**src/rtl/wb_arbiter_if.sv**
```systemverilog
// Writeback bus between the execute/memory stages, decode and the regfile
// write port. The arbiter connects through the slave modport; drivers use master.
interface wb_arbiter_if #(
  parameter int XLEN = 32,
  parameter int AW   = 5
);
  logic                flush;
  logic                issue_valid;
  logic [AW-1:0]       issue_rd;
  logic                alu_valid;
  logic                alu_ready;
  logic [AW-1:0]       alu_rd;
  logic [XLEN-1:0]     alu_data;
  logic                lsu_valid;
  logic                lsu_ready;
  logic [AW-1:0]       lsu_rd;
  logic [XLEN-1:0]     lsu_data;
  logic                we;
  logic [AW-1:0]       writeaddr;
  logic [XLEN-1:0]     writedata;
  logic [(2**AW)-1:0]  busy;
  logic                err_orphan;

  modport slave (
    input  flush, issue_valid, issue_rd,
    input  alu_valid, alu_rd, alu_data,
    input  lsu_valid, lsu_rd, lsu_data,
    output alu_ready, lsu_ready,
    output we, writeaddr, writedata, busy, err_orphan
  );

  modport master (
    output flush, issue_valid, issue_rd,
    output alu_valid, alu_rd, alu_data,
    output lsu_valid, lsu_rd, lsu_data,
    input  alu_ready, lsu_ready,
    input  we, writeaddr, writedata, busy, err_orphan
  );
endinterface

```
**src/rtl/wb_arbiter.sv**
```systemverilog
// Arbitrates ALU and LSU results onto the single regfile write port and keeps
// the per-register busy scoreboard. Define WB_LOAD_PRIORITY_EN for fixed LSU priority.
module wb_arbiter #(
  parameter int XLEN = 32,
  parameter int AW   = 5
) (
  input  logic          clk,
  input  logic          rst,
  wb_arbiter_if.slave   bus
);
  localparam int NREG = 2**AW;

  logic            alu_grant, lsu_grant, xfer, wr_nz;
  logic [AW-1:0]   sel_rd;
  logic [XLEN-1:0] sel_data;

  logic            we_q, we_d;
  logic [AW-1:0]   waddr_q, waddr_d;
  logic [XLEN-1:0] wdata_q, wdata_d;
  logic [NREG-1:0] busy_q, busy_d;
  logic            err_q, err_d;
`ifndef WB_LOAD_PRIORITY_EN
  // 1 = LSU was granted last, 0 = ALU
  logic            rr_last_q, rr_last_d;
`endif

  always_comb begin
`ifdef WB_LOAD_PRIORITY_EN
    lsu_grant = !bus.flush && bus.lsu_valid;
    alu_grant = !bus.flush && bus.alu_valid && !bus.lsu_valid;
`else
    alu_grant = !bus.flush && bus.alu_valid && (!bus.lsu_valid || rr_last_q);
    lsu_grant = !bus.flush && bus.lsu_valid && (!bus.alu_valid || !rr_last_q);
`endif
    xfer     = alu_grant || lsu_grant;
    sel_rd   = alu_grant ? bus.alu_rd   : bus.lsu_rd;
    sel_data = alu_grant ? bus.alu_data : bus.lsu_data;
    // Writes to x0 complete the handshake but never reach the regfile
    wr_nz    = xfer && (sel_rd != '0);

    we_d    = wr_nz;
    waddr_d = wr_nz ? sel_rd   : waddr_q;
    wdata_d = wr_nz ? sel_data : wdata_q;
    err_d   = err_q || (wr_nz && !busy_q[sel_rd]);

    busy_d = busy_q;
    if (wr_nz)
      busy_d[sel_rd] = 1'b0;
    if (bus.issue_valid && (bus.issue_rd != '0))
      busy_d[bus.issue_rd] = 1'b1;
    if (bus.flush)
      busy_d = '0;
`ifndef WB_LOAD_PRIORITY_EN
    rr_last_d = xfer ? lsu_grant : rr_last_q;
`endif
  end

  always_ff @(posedge clk or posedge rst) begin
    if (rst) begin
      we_q      <= 1'b0;
      waddr_q   <= '0;
      wdata_q   <= '0;
      busy_q    <= '0;
      err_q     <= 1'b0;
`ifndef WB_LOAD_PRIORITY_EN
      rr_last_q <= 1'b1;
`endif
    end else begin
      we_q      <= we_d;
      waddr_q   <= waddr_d;
      wdata_q   <= wdata_d;
      busy_q    <= busy_d;
      err_q     <= err_d;
`ifndef WB_LOAD_PRIORITY_EN
      rr_last_q <= rr_last_d;
`endif
    end
  end

  assign bus.alu_ready  = alu_grant;
  assign bus.lsu_ready  = lsu_grant;
  assign bus.we         = we_q;
  assign bus.writeaddr  = waddr_q;
  assign bus.writedata  = wdata_q;
  assign bus.busy       = busy_q;
  assign bus.err_orphan = err_q;
endmodule

```
**src/flat_wrapper.sv**
```systemverilog
// flat-port wrapper written by rule: the top's interface ports become plain ports
module wb_arbiter_flat 
#(
  parameter int XLEN = 32,
  parameter int AW   = 5
)
  (clk, rst, bus_flush, bus_issue_valid, bus_issue_rd, bus_alu_valid, bus_alu_rd, bus_alu_data, bus_lsu_valid, bus_lsu_rd, bus_lsu_data, bus_alu_ready, bus_lsu_ready, bus_we, bus_writeaddr, bus_writedata, bus_busy, bus_err_orphan);
  wb_arbiter_if #(.XLEN(XLEN), .AW(AW)) bus_i ();
  input  logic clk;
  input  logic rst;
  input wire logic [$bits(bus_i.flush)-1:0] bus_flush;
  input wire logic [$bits(bus_i.issue_valid)-1:0] bus_issue_valid;
  input wire logic [$bits(bus_i.issue_rd)-1:0] bus_issue_rd;
  input wire logic [$bits(bus_i.alu_valid)-1:0] bus_alu_valid;
  input wire logic [$bits(bus_i.alu_rd)-1:0] bus_alu_rd;
  input wire logic [$bits(bus_i.alu_data)-1:0] bus_alu_data;
  input wire logic [$bits(bus_i.lsu_valid)-1:0] bus_lsu_valid;
  input wire logic [$bits(bus_i.lsu_rd)-1:0] bus_lsu_rd;
  input wire logic [$bits(bus_i.lsu_data)-1:0] bus_lsu_data;
  output wire logic [$bits(bus_i.alu_ready)-1:0] bus_alu_ready;
  output wire logic [$bits(bus_i.lsu_ready)-1:0] bus_lsu_ready;
  output wire logic [$bits(bus_i.we)-1:0] bus_we;
  output wire logic [$bits(bus_i.writeaddr)-1:0] bus_writeaddr;
  output wire logic [$bits(bus_i.writedata)-1:0] bus_writedata;
  output wire logic [$bits(bus_i.busy)-1:0] bus_busy;
  output wire logic [$bits(bus_i.err_orphan)-1:0] bus_err_orphan;
  assign bus_i.flush = bus_flush;
  assign bus_i.issue_valid = bus_issue_valid;
  assign bus_i.issue_rd = bus_issue_rd;
  assign bus_i.alu_valid = bus_alu_valid;
  assign bus_i.alu_rd = bus_alu_rd;
  assign bus_i.alu_data = bus_alu_data;
  assign bus_i.lsu_valid = bus_lsu_valid;
  assign bus_i.lsu_rd = bus_lsu_rd;
  assign bus_i.lsu_data = bus_lsu_data;
  assign bus_alu_ready = bus_i.alu_ready;
  assign bus_lsu_ready = bus_i.lsu_ready;
  assign bus_we = bus_i.we;
  assign bus_writeaddr = bus_i.writeaddr;
  assign bus_writedata = bus_i.writedata;
  assign bus_busy = bus_i.busy;
  assign bus_err_orphan = bus_i.err_orphan;
  wb_arbiter #(.XLEN(XLEN), .AW(AW)) u_core (.clk(clk), .rst(rst), .bus(bus_i));
endmodule
```
**config.mk**
```make
export PLATFORM = sky130hd
export DESIGN_NAME = wb_arbiter_flat
export DESIGN_NICKNAME = d
export VERILOG_FILES = /design/src/rtl/wb_arbiter_if.sv /design/src/rtl/wb_arbiter.sv /design/src/flat_wrapper.sv
export SDC_FILE = /design/constraint.sdc
export NUM_CORES = 1
export LEC_CHECK = 0
export BUFFER_PORTS_ARGS = -buffer_cell sky130_fd_sc_hd__buf_4
export CAP_MARGIN = 10
export CORE_UTILIZATION = 30
export CTS_CLUSTER_DIAMETER = 60
export CTS_CLUSTER_SIZE = 14
export DETAILED_ROUTE_END_ITERATION = 16
export PLACE_DENSITY_LB_ADDON = 0.12
export SKIP_CTS_REPAIR_TIMING = 1
export SYNTH_ARGS = -nofsm -noshare
export SYNTH_HDL_FRONTEND = slang
export SYNTH_SLANG_ARGS = --single-unit
```
**constraint.sdc**
```tcl
create_clock -name clk -period 2.8 [get_ports clk]
set_input_delay 0.28 -clock clk [delete_from_list [all_inputs] [get_ports clk]]
set_output_delay 0.28 -clock clk [all_outputs]
set_load 0.01 [all_outputs]
```
=== Word-level counts from Yosys, hierarchy flattened ===
Index checks and enable logic that the tools add are counted.

* Shifts and indexed selects: 0
* Eq/ne operators: 0
* Divide/modulo/power cells: 0
* Order comparisons: 4
* Multiply operators: 0
* Reduce and logical (&&, ||, !) cells: 20
* Mux-type cells: 11
* Bitwise operators: 3
* $add $sub $neg: 0

{| class="wikitable"
|+ Operators by type and width
! kind !! count
|-
| 32-bit two-way mux || 4
|-
| 32-bit bitwise AND || 1
|-
| 32-bit NOT || 1
|-
| 32-bit OR || 1
|-
| 5-bit by 6-bit < comparator with 1-bit output (second input constant) || 2
|-
| 1-bit demux with 5-bit select || 2
|-
| 5-bit by 1-bit >= comparator with 1-bit output (second input constant) || 2
|-
| 5-bit nonzero test || 2
|-
| 1-bit logical AND || 9
|-
| 1-bit binary-select mux with 5-bit select || 1
|-
| 1-bit zero test || 5
|-
| 5-bit two-way mux || 1
|-
| 1-bit logical OR || 4
|-
| 1-bit two-way mux || 3
|}

* Bits in read-only memories: 0
* Latch bits: 0
* RAM bits: 0
* Output and inout bits: 73
* Memories kept: 0
* Bits of input ports: 85
* Flip-flop bits (word level): 72

=== Longest topological paths before layout ===
* Word-level depth: 14
* Gate-level depth with buffers: 10
* Mapped depth without buffers: 7

=== Worst setup path before layout ===
OpenSTA, ideal clock, no wires.

* Path kind: register to register
* Start point: register u_core.rr_last_q
* End point: register u_core.err_q, in the netlist u_core.bus.err_orphan
* Cell stages (with the launch flop): 7
* Slack: 0.842 ns
* Period minus slack after synthesis: 1.958 ns
* Arrival: 1.855 ns
* Library setup time: 0.104 ns
* Buffers on the path: 0
* Cells stage by stage: dfstp_2 nand2b_4 a21boi_2 nor2_2 mux4_2 nor2b_4 o41ai_2

* Cells in the longest elaborated chain, start to end: 8

{| class="wikitable"
|+ Ends and longest elaborated chain
! what !! RTL line !! text
|-
| start: declaration || wb_arbiter.sv:24 || <nowiki>logic rr_last_q, rr_last_d;</nowiki>
|-
| start signal: assignment || wb_arbiter.sv:75 || <nowiki>rr_last_q <= rr_last_d;</nowiki>
|-
| 1-bit logical OR || wb_arbiter.sv:32 || <nowiki>alu_grant = !bus.flush && bus.alu_valid && (!bus.lsu_valid || rr_last_q);</nowiki>
|-
| 1-bit logical AND || wb_arbiter.sv:32 ||
|-
| 5-bit two-way mux || wb_arbiter.sv:36 || <nowiki>sel_rd = alu_grant ? bus.alu_rd : bus.lsu_rd;</nowiki>
|-
| 1-bit binary-select mux with 5-bit select || wb_arbiter.sv:44 || <nowiki>err_d = err_q || (wr_nz && !busy_q[sel_rd]);</nowiki>
|-
| 1-bit two-way mux (implied by the code) || wb_arbiter.sv:44 ||
|-
| 1-bit zero test || wb_arbiter.sv:44 ||
|-
| 1-bit logical AND * || wb_arbiter.sv:44 ||
|-
| 1-bit logical OR * || wb_arbiter.sv:44 ||
|-
| named net u_core.err_d || wb_arbiter.sv:21 || <nowiki>logic err_q, err_d;</nowiki>
|-
| end signal: assignment || wb_arbiter.sv:73 || <nowiki>err_q <= err_d;</nowiki>
|-
| end: declaration || wb_arbiter.sv:21 ||
|}

Mark *: on every way through the listed nets, which the timed path passes. The rest lies on a longest branch. The select of a mux whose other input is x is not followed.
A chain may end at the register's enable or synchronous reset.

=== Worst setup path in the final report ===
* Start point: register u_core.rr_last_q
* End point: output port bus_alu_ready

* Cells in the longest elaborated chain, start to end: 2

{| class="wikitable"
|+ Ends and longest elaborated chain
! what !! RTL line !! text
|-
| 1-bit logical OR || wb_arbiter.sv:32 ||
|-
| 1-bit logical AND || wb_arbiter.sv:32 ||
|-
| end: declaration || flat_wrapper.sv:20 || <nowiki>output wire logic [$bits(bus_i.alu_ready)-1:0] bus_alu_ready;</nowiki>
|}

No other way between the ends.

==> results.md <==
- Mean post-synth cell area: 8.36 sq um
- Synth warn: 0
- Share of layout cells above drive strength 1: 31.4%
- Worst skew pair latency: 0.34 ns
- Reg-to-Reg End: u_core.bus.err_orphan
- Sequential fraction of the synthesis area: 43.7%
- Top sig layer: met4
- Crit path capture type: output pin
- Outcome: complete, but fails checks
- Finished Core Util: 42.7%
- Overall Global Routing Usage: 19.7%
- Via count of the first global-routing pass: 4,158
- CP max FO: 34
- Worst vdd ir: 0.258 mV
- Most numerous cell in the Yosys netlist: nand2_1
- Syn Nets: 579
- DR WL met2: 6190 microns
- Port bufs: 157
- Final Skew: 0.00480 ns
- DP HPWL: 10,100 microns
- Final hold violations: 1
- Die ar.: 14,200 sq um
- Total power: 0.00292 W
- RSZ-0062 raised after global routing: false
- Root Buffer: clkbuf_16
- Top cell type's share of synthesized area: 43.0%
- Synth Register Bits: 72
- First-pass GRT wire length: 21,700 microns
- Final WL: 13,900 microns
- Setup TNS Final: 0 ns
- Final nets: 723
- GRT Residual Overflow: 0
- Vias per std cell: 5.23
- Power density over the cells: 512 nW/um^2
- Critical R2R Launch: u_core.rr_last_q
- IO Count: 158
- Area Growth Syn to Fin: 38.1%
- CTS sink cnt: 72
- CTS tree: done
- Setup slack, reg-to-reg: 0.49 ns
- Die Ht: 119 microns
- Row count: 42
- Leak: 2.51 nW
- Crit start category: flip-flop
- Core area: 13,300 sq um
- Wl on met1: 6110 microns
- Vias: 4,281
- Max-Cap Viols: 0
- Required @ worst endpoint: 2.52 ns
- Worst-case reg-to-reg path depth: 6
- Post-Syn Instances: 494
- Arrival time at the worst endpoint: 2.09 ns
- TritonCTS Buffers: 9
- Final Max Tran Viols: 0
- Initial antenna violation count: 0
- Critical path type: reg -> out
- Final period utilization: 84.6%
- CTS clk-pin slew, worst paths: 0.05 ns
- Initial DRC count: 253
- Hold crit path type: in -> async
- Final setup vio count: 0
- Max Root-Sink Buffers: 2
- Fillers: 1,382
- Share of flip-flops with an asynchronous set or reset: 100%
- Failing checks: negative hold slack
- Fin crit period: 2.37 ns
- Post-synth top cells: nand2_1 (107), dfrtp_1 (71), a21oi_1 (41), nor2_1 (41), o21ai_0 (35)
- Area leader, netlist: dfrtp_1
- Die width: 119 microns
- Largest net degree at the start of global routing: 73
- Pre-antenna DRT Iters: 5
- Ranking of synthesized cells by area: dfrtp_1 (43%), nand2_1 (9.7%), a31oi_1 (5.2%)
- Clock H-tree levels: 3
- Hold WS: -0.00227 ns
- Synth unique cells: 62
- Post-route DRC: 0
- GP Congestion: 0.869
- Ant diodes: 0
- EDFF count, synth: 0
- Worst-Margin Slew: 0.563 ns
- Starting Density: 30.9%
- Commonest register cell after synthesis: dfrtp_1
- Relative slew slack: 62.0%
- Metal3 WL: 1290 microns
- Fmax: 422 MHz
- Final ANT Viol Nets: 0
- Routed WL per cell: 16.9 microns
- Synth Cell Area: 4130 sq um
==> critical path, stage by stage (launching register included) <==
cell      delay, ns
dfstp_2        0.55
nand2b_4       0.28
nand2_4        0.24
inv_2          0.12
buf_4          0.35
buf_4          0.20
==> power breakdown <==
part / internal, W / switching [W]
clock network: 0.000648 / 0.000435
registers: 0.00113 / 0.0000507
logic: 0.000297 / 0.000356
total: 0.00208 / 0.000842
==> area by class of cell <==
class / instances / area [sq um] / share of cell area, %
clock buffer: 12 / 256 / 4.50
clock inverter: 4 / 28.8 / 0.505
inverter: 11 / 41.3 / 0.724
multi-input combinational: 378 / 2090 / 36.7
sequential: 72 / 1800 / 31.6
tap: 176 / 220 / 3.86
timing repair buffer: 166 / 1260 / 22.1
==> state kept, by name (all words and copies together) (netlist names) <==
register and flops:
u_core.bus.we 1, u_core.bus.err_orphan 1, u_core.bus.writeaddr 5, u_core.bus.writedata 32, u_core.rr_last_q 1, u_core.bus.busy 32
==> per-stage QoR <==
step	setup WS, ns	std cells	cell area (sq um)
3_3_place_gp	0.372	803	5420
4_1_cts	0.406	819	5700
3_5_place_dp	0.362	803	5420
6_report	0.430	819	5700
2_1_floorplan	0.697	494	4130
5_1_grt	0.317	819	5700
==> per-layer routing <==
layer	GRT usage, %	vias to the layer above
li1	-	2044
met1	26.6	1999
met2	30.4	215
met3	4.45	23
met4	7.81	0
met5	0	-
==> logic make-up after synthesis <==
group / synth area share (%)
AO/OA/AOI/OAI: 24.1
buffers and inverters: 5.67
flip-flops: 43.7
AND/OR/NAND/NOR: 25.2
multiplexers: 1.33
==> worst max-delay path by stage <==
stage	startpoint	end	slack, ns	depth (start not counted)
floorplan	rst	u_core.bus.busy[0]	0.70	1
global placement	bus_flush	u_core.bus.err_orphan	0.37	7
detailed placement	bus_flush	u_core.bus.err_orphan	0.36	7
CTS	u_core.rr_last_q	bus_alu_ready	0.41	5
global route	u_core.rr_last_q	bus_alu_ready	0.32	5
finish	u_core.rr_last_q	bus_alu_ready	0.43	5
==> layout by cell type (no fill, tap or decap), types with 3 or more instances in the layout <==
cell / instances
o22ai_1: 3
inv_1: 9
nand2_1: 107
nor3_1: 3
nor2_1: 41
nand2b_1: 16
a22oi_1: 3
nand3_1: 11
nor2b_1: 4
o211ai_1: 3
a211o_1: 3
and3_1: 6
a311oi_1: 3
dfrtp_1: 71
buf_4: 165
a21oi_1: 41
a31oi_1: 34
nand4_1: 4
a211oi_1: 12
and2_1: 5
a311o_1: 3
clkbuf_16: 9
o21ai_0: 35
(Power assumes the default switching activity.)
